### src/rtl/uart_tx_arbiter.sv
// Round-robin sequencer that shares one 8-bit UART transmitter between NUM_REQ byte
// sources, with a post-reset holdoff and a watchdog on the transmitter's done pulse.
module uart_tx_arbiter #(
  parameter int NUM_REQ     = 4,
  parameter int ID_W        = 2,
  parameter int HOLDOFF_CYC = 64,
  parameter int TIMEOUT_CYC = 1024
) (
  input  logic                 clk,
  input  logic                 rst_n,
  input  logic [NUM_REQ-1:0]   req,
  input  logic [8*NUM_REQ-1:0] data_in,
  output logic [NUM_REQ-1:0]   ack,
  output logic                 tx_enable,
  output logic [7:0]           tx_data,
  input  logic                 tx_done,
  output logic                 busy,
  output logic [ID_W-1:0]      grant_id,
  output logic                 timeout
);

  typedef enum logic [1:0] {
    S_HOLDOFF,
    S_IDLE,
    S_LOAD,
    S_WAIT_DONE
  } state_t;

  localparam int MAX_CYC = (HOLDOFF_CYC > TIMEOUT_CYC) ? HOLDOFF_CYC : TIMEOUT_CYC;
  localparam int CNT_W   = $clog2(MAX_CYC + 1);

  state_t            state, state_nxt;
  logic [CNT_W-1:0]  cnt;
  logic [ID_W-1:0]   rr_ptr;
  logic              pick_valid;
  logic [ID_W-1:0]   pick_id;
  logic [ID_W-1:0]   idx;

  // Scan from the highest offset down so the last hit is the first one after rr_ptr.
  always_comb begin
    pick_valid = 1'b0;
    pick_id    = '0;
    idx        = '0;
    for (int k = NUM_REQ - 1; k >= 0; k--) begin
      idx = ID_W'((int'(rr_ptr) + k) % NUM_REQ);
      if (req[idx]) begin
        pick_valid = 1'b1;
        pick_id    = idx;
      end
    end
  end

  // NOTE: every output of this block gets a default first, so no path leaves a
  // signal unassigned and no latch is inferred.
  always_comb begin
    state_nxt = state;
    tx_enable = 1'b0;
    ack       = '0;
    timeout   = 1'b0;
    busy      = (state != S_IDLE);
    case (state)
      S_HOLDOFF: begin
        if (cnt == CNT_W'(HOLDOFF_CYC - 1)) state_nxt = S_IDLE;
      end
      S_IDLE: begin
        if (pick_valid) state_nxt = S_LOAD;
      end
      S_LOAD: begin
        tx_enable     = 1'b1;
        ack[grant_id] = 1'b1;
        state_nxt     = S_WAIT_DONE;
      end
      S_WAIT_DONE: begin
        // A done arriving on the watchdog's last cycle still completes the byte.
        if (tx_done) begin
          state_nxt = S_IDLE;
        end else if (cnt == CNT_W'(TIMEOUT_CYC - 1)) begin
          timeout   = 1'b1;
          state_nxt = S_HOLDOFF;
        end
      end
      default: state_nxt = S_HOLDOFF;
    endcase
  end

  // NOTE: sequential state uses non-blocking assignments so every register samples
  // the pre-edge values, independent of statement order.
  always_ff @(posedge clk) begin
    if (!rst_n) begin
      state    <= S_HOLDOFF;
      cnt      <= '0;
      rr_ptr   <= '0;
      grant_id <= '0;
      tx_data  <= '0;
    end else begin
      state <= state_nxt;

      if (state_nxt != state) begin
        cnt <= '0;
      end else if (state == S_HOLDOFF || state == S_WAIT_DONE) begin
        cnt <= cnt + CNT_W'(1);
      end

      if (state == S_IDLE && pick_valid) begin
        grant_id <= pick_id;
        tx_data  <= data_in[8*int'(pick_id) +: 8];
      end

      if (state == S_LOAD) begin
        rr_ptr <= (grant_id == ID_W'(NUM_REQ - 1)) ? '0 : grant_id + ID_W'(1);
      end
    end
  end

endmodule

### config.mk
export PLATFORM = sky130hd
export DESIGN_NAME = uart_tx_arbiter
export DESIGN_NICKNAME = d
export VERILOG_FILES = /design/src/rtl/uart_tx_arbiter.sv
export SDC_FILE = /design/constraint.sdc
export NUM_CORES = 1
export LEC_CHECK = 0
export ABC_AREA = 1
export BUFFER_PORTS_ARGS = -buffer_cell sky130_fd_sc_hd__buf_4
export CAP_MARGIN = 15
export CELL_PAD_IN_SITES_DETAIL_PLACEMENT = 1
export CELL_PAD_IN_SITES_GLOBAL_PLACEMENT = 2
export CORE_MARGIN = 4
export CORE_UTILIZATION = 24
export DETAILED_ROUTE_END_ITERATION = 8
export PLACE_DENSITY = 0.77
export SLEW_MARGIN = 30
export SYNTH_ARGS = -nofsm -noshare
export SYNTH_HDL_FRONTEND = slang
export SYNTH_SLANG_ARGS = --single-unit
### constraint.sdc
create_clock -name clk -period 1.93 [get_ports clk]
set_clock_uncertainty 0.15 [all_clocks]
set_input_delay 0.386 -clock clk [delete_from_list [all_inputs] [get_ports clk]]
set_output_delay 0.386 -clock clk [all_outputs]
set_load 0.05 [all_outputs]
==> out/qor.csv, run 1 <==
metric;value;unit
drc;0;
grt_max_degree;21;
worstPathMaxFanout;8;
grt_setup_unrepaired;true;
hold_path_startpoint;rst_n;
h-tree-depth;1;
clk_pin_slew_worst_paths;0.09;ns
ff2ff_setup_slack;-0.02;ns
grt_pass1_wl;10400;um
syn_to_final_growth;67.4;%
hold-path-endpoint;grant_id[1];
failed_checks;setup timing;
ys_ff_latch;25;
synth_nets;369;
synthMuxAreaShare;0.498;%
regToRegEndpoint;tx_data[7];
rr_worst_depth;14;
vdd_ir_drop_max;0.534;mV
fin_ws;-0.0154;ns
placedInstanceArea;0.00273;sq mm
syn_area_per_cell;6.26;sq um
start_util;24.6;%
drive_above_1_share;48.7;%
grt_busiest_layer;met2;
hold_class;primary input to flop;
via_per_inst;4.36;
synth_xor_area_share;4.36;%
leakage;0.00166;uW
path_class;flop to flop;
finalSetupViolCount;2;
post-place-ws;-0.0733;ns
gp_congestion;0.801;
cap_violations;0;
postSynthCellCount;321;
core;0.00818;sq mm
met3_usage;1.96;%
die_h;99.5;um
seq_area_frac_synth;24.9;%
numCtsBuffers;3;
critPathLaunchType;flop;
cts_root_buffer;clkbuf_8;
hold_depth;3;
syn_area;0.00201;sq mm
clk_latency;0.27;ns
dpl.cell_count;495;
port-buffer-count;55;
first_pass_iters;4;
yosys_warnings;0;
hold_viol;0;
final_nets;458;
design_area;0.00336;sq mm
period_share;101;%
synth-compound-area-share;2.99;%
routed_wl;6450;um
rr_startpoint;rr_ptr[0];
cts_buffer_depth;2;
antenna_found_initial;0;
use_met1;16.1;%
vias;2241;
drtIter0Drc;36;
grt-ovfl-total;0;
dieWidth;99.5;um
grt.met2_usage;22.3;%
synth_top_family_by_area;simple AND/OR/NAND/NOR gates;
clock-sinks;25;
cp-end-kind;flop;
boundaryPins;56;
grt_pass1_vias;2392;
status;complete, but fails checks;
grt.total_usage;12.5;%
synth-simple-area-share;45.9;%
final_max_slew_viol_count;0;
final.min_clock_period;1.95;ns
arrival;1.97;ns
fmax;0.514;GHz
p_per_area;765;mW/mm^2
ys_types;32;
synth_adder_area_share;5.61;%
cp.required;1.95;ns
tightest_slew;0.285;ns
max-slew-margin-rel;80.5;%
rows;33;
die_area;0.00990;sq mm
final_cells;514;
routedWlPerCell;12.6;um
cts_tree;yes;
final_antenna_net_count;0;
diodes;0;
place_hpwl;4770;um
worst max-delay path by stage:
stage	startpoint	end	slack (ns)	cells past startpoint
final	rr_ptr[0]	tx_data[7]	-0.02	14
after global routing	rr_ptr[0]	cnt[1]	-0.16	15
after CTS	cnt[0]	timeout	-0.002	6
after detailed placement	rr_ptr[0]	tx_data[5]	-0.07	16
after global placement	rr_ptr[0]	tx_data[5]	-0.06	15
after floorplan	cnt[0]	timeout	-0.02	5
cells by family (layout without fill, tap and decap cells):
| kind of cell | count (synthesis) | count (layout) |
|---|---|---|
| adders and majority gates | 9 | 9 |
| buffers and inverters | 74 | 160 |
| muxes | 1 | 1 |
| and+or+nand+nor | 192 | 194 |
| DFF | 25 | 25 |
| AOI/OAI and AO/OA | 10 | 10 |
| xor gates and xnor gates | 10 | 10 |
Yosys cell counts:
library cell / count / area [sq um]
nand4_1: 5 / 31.3
nor4_1: 1 / 6.26
nor3_1: 2 / 10.0
buf_2: 2 / 10.0
inv_2: 4 / 15.0
nand2_1: 72 / 270
a31oi_1: 1 / 6.26
nor2_1: 31 / 116
buf_4: 2 / 15.0
mux2i_1: 1 / 10.0
buf_6: 3 / 33.8
nor2_4: 1 / 11.3
nand2_2: 11 / 68.8
dfxtp_1: 25 / 500
nor2_2: 11 / 68.8
nand3_1: 44 / 220
o21ai_0: 4 / 20.0
nand3_2: 1 / 10.0
ha_1: 9 / 113
clkinv_1: 1 / 3.75
xor2_1: 6 / 52.6
and2_4: 1 / 8.76
nand3b_1: 8 / 60.1
and2_1: 1 / 6.26
clkbuf_1: 1 / 3.75
a21oi_1: 3 / 15.0
inv_1: 60 / 225
xnor2_1: 4 / 35.0
a21oi_2: 1 / 8.76
nand2_4: 3 / 33.8
inv_6: 1 / 8.76
o211a_1: 1 / 10.0
flip-flops by register name, indices dropped and copies added (netlist names):
| signal | count |
|---|---|
| cnt | 11 |
| grant_id | 2 |
| rr_ptr | 2 |
| state | 2 |
| tx_data | 8 |
placed cells by master (no fill, tap or decap), drive strengths merged, types with 2 or more instances in the layout:
master and instances:
and2 2, inv 65, ha 9, a21oi 4, nand2 88, nor2 43
nand3 45, nand3b 8, dfxtp 25, nor3 2, clkbuf 5, xnor2 4
o21ai 4, xor2 6, nand4 5, buf 88
worst max-delay path: stages, from the launching register on:
cell	delay [ns]
dfxtp_4	0.44
nand2_1	0.11
nand2_4	0.10
nand2_4	0.06
nand2_4	0.07
inv_2	0.06
nand2_1	0.10
nand2_4	0.09
nand2_8	0.14
buf_12	0.12
nand3b_1	0.09
nand3_1	0.11
nand3_1	0.10
nand2_1	0.07
inv_1	0.03
timing repair:
| item | in CTS | in global routing |
|---|---|---|
| pin swaps | 4 | 30 |
| hold buffers | 0 | 0 |
| gates cloned | 2 | 3 |
| setup endpoints to repair | 20 | 23 |
| setup buffers | 7 | 7 |
| gates resized for setup | 28 | 85 |
through the flow:
step | utilization [%] | total power (uW) | setup TNS, ns | hold slack [ns]
2_1_floorplan | - | 1470 | -0.0182 | 0.370
3_3_place_gp | 33.4 | 1880 | -0.333 | 0.392
3_5_place_dp | 33.4 | 1890 | -0.586 | 0.413
4_1_cts | 36.4 | 2350 | -0.00211 | 0.249
5_1_grt | 41.1 | 2760 | -2.16 | 0.233
6_report | 41.1 | 2570 | -0.0295 | 0.235
power breakdown:
| group | internal (uW) | switching, uW |
|---|---|---|
| Combinational | 669 | 875 |
| Clock | 146 | 179 |
| Sequential | 612 | 90.2 |
layout make-up:
class | count | area (sq um)
inverter | 66 | 263
clock inverter | 1 | 7.51
sequential | 25 | 519
timing repair buffer | 90 | 811
tap | 105 | 131
fill | 1008 | 4810
clock buffer | 3 | 41.3
multi-input combinational | 224 | 1590
metal layers:
metal,vias up,wire length (um)
li1,1161,-
met1,1033,2900
met2,43,3200
met3,4,274
met4,0,71
met5,-,0
Power figures use the tool's default switching activity.
==> run 2, diff against run 1 <==
Settings changed: ABC_AREA 1 to unset, CORE_UTILIZATION 24 to 32, PLACE_DENSITY 0.77 to 0.86.
Clock period 1.93 ns to 2.43 ns, I/O delays scaled along.
==> out/qor.csv, run 2 <==
metric;value;unit
port-buffer-count;55;
antenna_found_initial;0;
synth_top_family_by_area;simple AND/OR/NAND/NOR gates;
rr_startpoint;state[1];
synth_nets;230;
hold_class;flop to flop;
cts_tree;yes;
gp_congestion;0.725;
fillCellCount;615;
cts_buffer_depth;2;
die_h;81.8;um
grt.total_usage;14.2;%
synthTopCellsByArea;dfxtp_1, mux2i_1, nor4_2;
leakage;0.00103;uW
grt-ovfl-total;0;
routed_wl;4870;um
postCtsHoldBufs;0;
holdWs;0.346;ns
synth_xor_area_share;5.03;%
period_share;97.6;%
via_per_inst;5.12;
hold_depth;2;
yosysTopAreaCellShare;28.8;%
top_register;cnt;
synthArstFlopShare;0;%
grt_pass1_wl;7650;um
grt_pass1_vias;1609;
syn_area;0.00174;sq mm
synth_common_cells;dfxtp_1, mux2i_1, nand3_1;
core;0.00520;sq mm
cp.required;1.79;ns
die_area;0.00668;sq mm
syn_to_final_growth;37.0;%
syn_area_per_cell;9.56;sq um
reg_top3;cnt (11), tx_data (8);
final_nets;296;
tightest_slew;0.573;ns
clk_pin_slew_worst_paths;0.09;ns
finalSetupViolCount;0;
cp-end-kind;output port;
clk_latency;0.27;ns
final_max_slew_viol_count;0;
slowest_delay;0.45;ns
boundaryPins;56;
mostFrequentLayoutCell;buf_4;
yosys_warnings;0;
p_per_area;458;mW/mm^2
status;complete, no violations;
postSynthCellCount;182;
synth-simple-area-share;26.2;%
vdd_ir_drop_max;0.359;mV
ys_ff_latch;25;
path_class;flop to output port;
worstPathMaxFanout;3;
critPathLaunchType;flop;
synth_edf_count;0;
final.min_clock_period;2.37;ns
max-slew-margin-rel;61.5;%
yosys.area.top_type;dfxtp_1;
ys_types;47;
layout_common_cells;buf_4, mux2i_1, dfxtp_1;
hold-path-endpoint;tx_data[2];
numCtsBuffers;3;
diodes;0;
vias;1623;
final_antenna_net_count;0;
start_util;33.4;%
clock-sinks;25;
finalSetupTns;0;ns
hold_path_startpoint;tx_data[2];
drive_above_1_share;42.5;%
ys.flop_type;dfxtp_1;
place_hpwl;3700;um
h-tree-depth;1;
yosys.cell_count.top_type;dfxtp_1;
crit_path_cell_trace;ha_4, nand4_1, or4_4, nor3b_4, buf_6;
fmax;0.422;GHz
cts_root_buffer;clkbuf_8;
ff2ff_setup_slack;0.38;ns
synth-compound-area-share;14.7;%
first_pass_iters;4;
largest_register_ffs;11;
arrival;1.74;ns
rows;26;
seq_area_frac_synth;28.8;%
regToRegEndpoint;cnt[10];
hold_viol;0;
cap_violations;0;
synth_adder_area_share;6.47;%
rr_worst_depth;7;
drc;0;
synthMuxAreaShare;12.1;%
slowest_stage;or4_4;
grt_max_degree;18;
drtIter0Drc;35;
routedWlPerCell;15.3;um
dieWidth;81.8;um
run 2: cells by family (layout without fill, tap and decap cells):
group | after synthesis | count (layout)
AO/OA/AOI/OAI | 28 | 28
adder cells (fa/ha/maj) | 9 | 9
XOR/XNOR | 10 | 10
buffers and inverters | 21 | 86
flip-flops | 25 | 25
multiplexers | 21 | 21
AND/OR/NAND/NOR | 68 | 68
run 2: area by class of cell:
| type | count | area, sq um | area share [%] |
|---|---|---|---|
| Multi-Input combinational cell | 136 | 1160 | 48.5 |
| Sequential cell | 25 | 509 | 21.4 |
| Tap cell | 70 | 87.6 | 3.67 |
| Inverter | 10 | 37.5 | 1.57 |
| Clock buffer | 3 | 41.3 | 1.73 |
| Clock inverter | 1 | 7.51 | 0.315 |
| Timing Repair Buffer | 72 | 544 | 22.8 |
run 2: power breakdown:
part	switching, uW	total, uW	internal (uW)
Sequential	26.8	467	440
Combinational	198	371	173
Clock	138	254	116
Total	363	1090	729
run 2: worst max-delay path, delay by kind of cell, from the launching register on:
kind	cells	cell delay, ns
DFF	1	0.37
buffers and inverters	1	0.18
and+or+nand+nor	3	0.75
adders and majority gates	1	0.15
run 2: stage by stage:
stage               util (%)  cell area, sq um  setup slack (ns)  std cells  total power, uW
floorplan                  -              1750            0.0256        182              690
global placement        43.9              2280             0.152        310              808
detailed placement      43.9              2280             0.106        310              817
CTS                     45.4              2360            0.0204        316             1090
global route            45.8              2380           -0.0374        317             1170
finish                  45.8              2380            0.0587        317             1090
run 2: how the worst max path moves through the flow:
stage                start       to  slack [ns]  depth (start not counted)
floorplan           cnt[0]  timeout        0.03                          4
global placement    cnt[0]  timeout        0.15                          5
detailed placement  cnt[0]  timeout        0.11                          5
CTS                 cnt[1]  timeout        0.02                          5
global route        cnt[1]  timeout       -0.04                          5
finish              cnt[0]  timeout        0.06                          5
run 2: layer usage:
layer  global-route usage (%)  vias up  wire length [um]
li1                         -      815                 -
met1                     17.8      771              2070
met2                     26.0       35              2500
met3                     2.63        2               275
met4                     1.50        0                19
met5                        0        -                 0
run 2: what timing repair did:
action                                  in CTS  in global routing
cloned                                       0                  0
setup buffers                                2                  1
resized for setup                            7                  3
endpoints found under the setup margin       1                  1
pin swaps                                    2                  0
hold endpoints to repair                     0                  0
==> run 3, diff against run 2 <==
Settings changed: BUFFER_PORTS_ARGS -buffer_cell sky130_fd_sc_hd__buf_4 to -buffer_cell sky130_fd_sc_hd__buf_2.
==> out/qor.csv, run 3 (synthesized netlist as in run 2, its figures left out) <==
metric;value;unit
drtIter0Drc;59;
final_cells;321;
cp.required;1.79;ns
design_area;0.00232;sq mm
first_pass_iters;5;
layout_common_cells;buf_2, dfxtp_1, mux2i_1;
max-slew-margin-rel;71.5;%
routed_wl;4960;um
hold_class;flop to flop;
finalSetupViolCount;0;
routedWlPerCell;15.4;um
status;complete, no violations;
start_util;33.4;%
critPathLaunchType;flop;
final_antenna_net_count;0;
vdd_ir_drop_max;0.290;mV
syn_to_final_growth;33.1;%
grt_pass1_vias;1663;
vias;1664;
hold_viol;0;
worstPathMaxFanout;3;
highest_layer;met4;
dpl.cell_count;312;
top_register;cnt;
cap_violations;0;
grt_pass1_wl;7960;um
boundaryPins;56;
routed-wl-met2;2590;um
via_per_inst;5.18;
fillCellCount;633;
fmax;0.416;GHz
crit_buf_inv;1;
cts_buffer_depth;2;
postCtsHoldBufs;0;
largest_register_ffs;11;
drive_above_1_share;43.0;%
diodes;0;
cts_tree;yes;
h-tree-depth;1;
rows;26;
core;0.00520;sq mm
dr_wl_met3;343;um
grt-ovfl-total;0;
path_class;flop to output port;
die_h;81.8;um
holdWs;0.343;ns
m1WireLength;2000;um
numCtsBuffers;3;
gp_congestion;0.720;
mostFrequentLayoutCell;buf_2;
crit_path_cell_trace;ha_4, nand4_1, or4_4, nor3b_4, buf_6;
arrival;1.77;ns
reg_top3;cnt (11), tx_data (8);
leakage;0.00102;uW
p_per_area;462;mW/mm^2
slowest_stage;or4_4;
grt_setup_unrepaired;true;
port-buffer-count;55;
grt.total_usage;14.9;%
antenna_found_initial;0;
clock-sinks;25;
drc;0;
period_share;98.9;%
place_hpwl;3720;um
clk_latency;0.27;ns
placedInstanceArea;0.00217;sq mm
grt_max_degree;18;
final_max_slew_viol_count;0;
cts_root_buffer;clkbuf_8;
cp-end-kind;output port;
die_area;0.00668;sq mm
dieWidth;81.8;um
cp_top_family;simple AND/OR/NAND/NOR gates;
final.min_clock_period;2.40;ns
slowest_delay;0.48;ns
tightest_slew;0.425;ns
final_nets;300;
clk_pin_slew_worst_paths;0.09;ns
==> run 3: final timing paths <==
| kind | from | endpoint | slack (ns) | cells after the start |
|---|---|---|---|---|
| worst min register to register | tx_data[2] | tx_data[2] | 0.34 | 2 |
| worst min-delay path | tx_data[2] | tx_data[2] | 0.34 | 2 |
| worst max register to register | cnt[1] | cnt[1] | 0.10 | 10 |
| worst max-delay path | cnt[1] | timeout | 0.03 | 5 |
==> run 3: worst register-to-register path, cell delays in order, from the launching register on <==
cell	delay [ns]
dfxtp_2	0.36
ha_4	0.14
nand4_1	0.13
buf_4	0.18
buf_4	0.12
buf_4	0.12
buf_4	0.13
or3_4	0.40
a31oi_4	0.24
clkbuf_16	0.20
nor4_2	0.04
==> run 3: final cells by class <==
cell class | instances | area, sq um | share of cell area, %
Tap cell | 70 | 87.6 | 3.78
Sequential cell | 25 | 505 | 21.8
Inverter | 10 | 37.5 | 1.62
Multi-Input combinational cell | 136 | 1170 | 50.6
Timing Repair Buffer | 76 | 469 | 20.3
Clock buffer | 4 | 45.0 | 1.94
==> run 3: routing by layer <==
metal,vias to the layer above,GRT usage (%)
li1,824,-
met4,0,1.99
met2,44,28.0
met5,-,0
met1,792,17.5
met3,4,3.29
==> run 3: where the power goes <==
group / switching, uW / internal, uW / leakage (uW)
clock: 133 / 117 / 0.0000228
combinational: 204 / 153 / 0.000792
sequential: 21.5 / 441 / 0.000204
==> run 3: metrics by stage <==
stage	util, %	total power, uW	worst slack, ns	setup TNS, ns
finish	44.5	1070	0.0269	0
detailed placement	41.8	816	-0.0411	-0.0411
floorplan	-	690	0.0256	0
global route	44.5	1140	-0.0634	-0.160
CTS	43.9	1080	0.0161	0
global placement	41.8	806	0.0289	0
==> run 3: timing repair <==
action	CTS	global route
setup endpoints to repair	1	12
resized for setup	9	2
pin swaps	3	1
buffers inserted	5	1
gates cloned	0	1
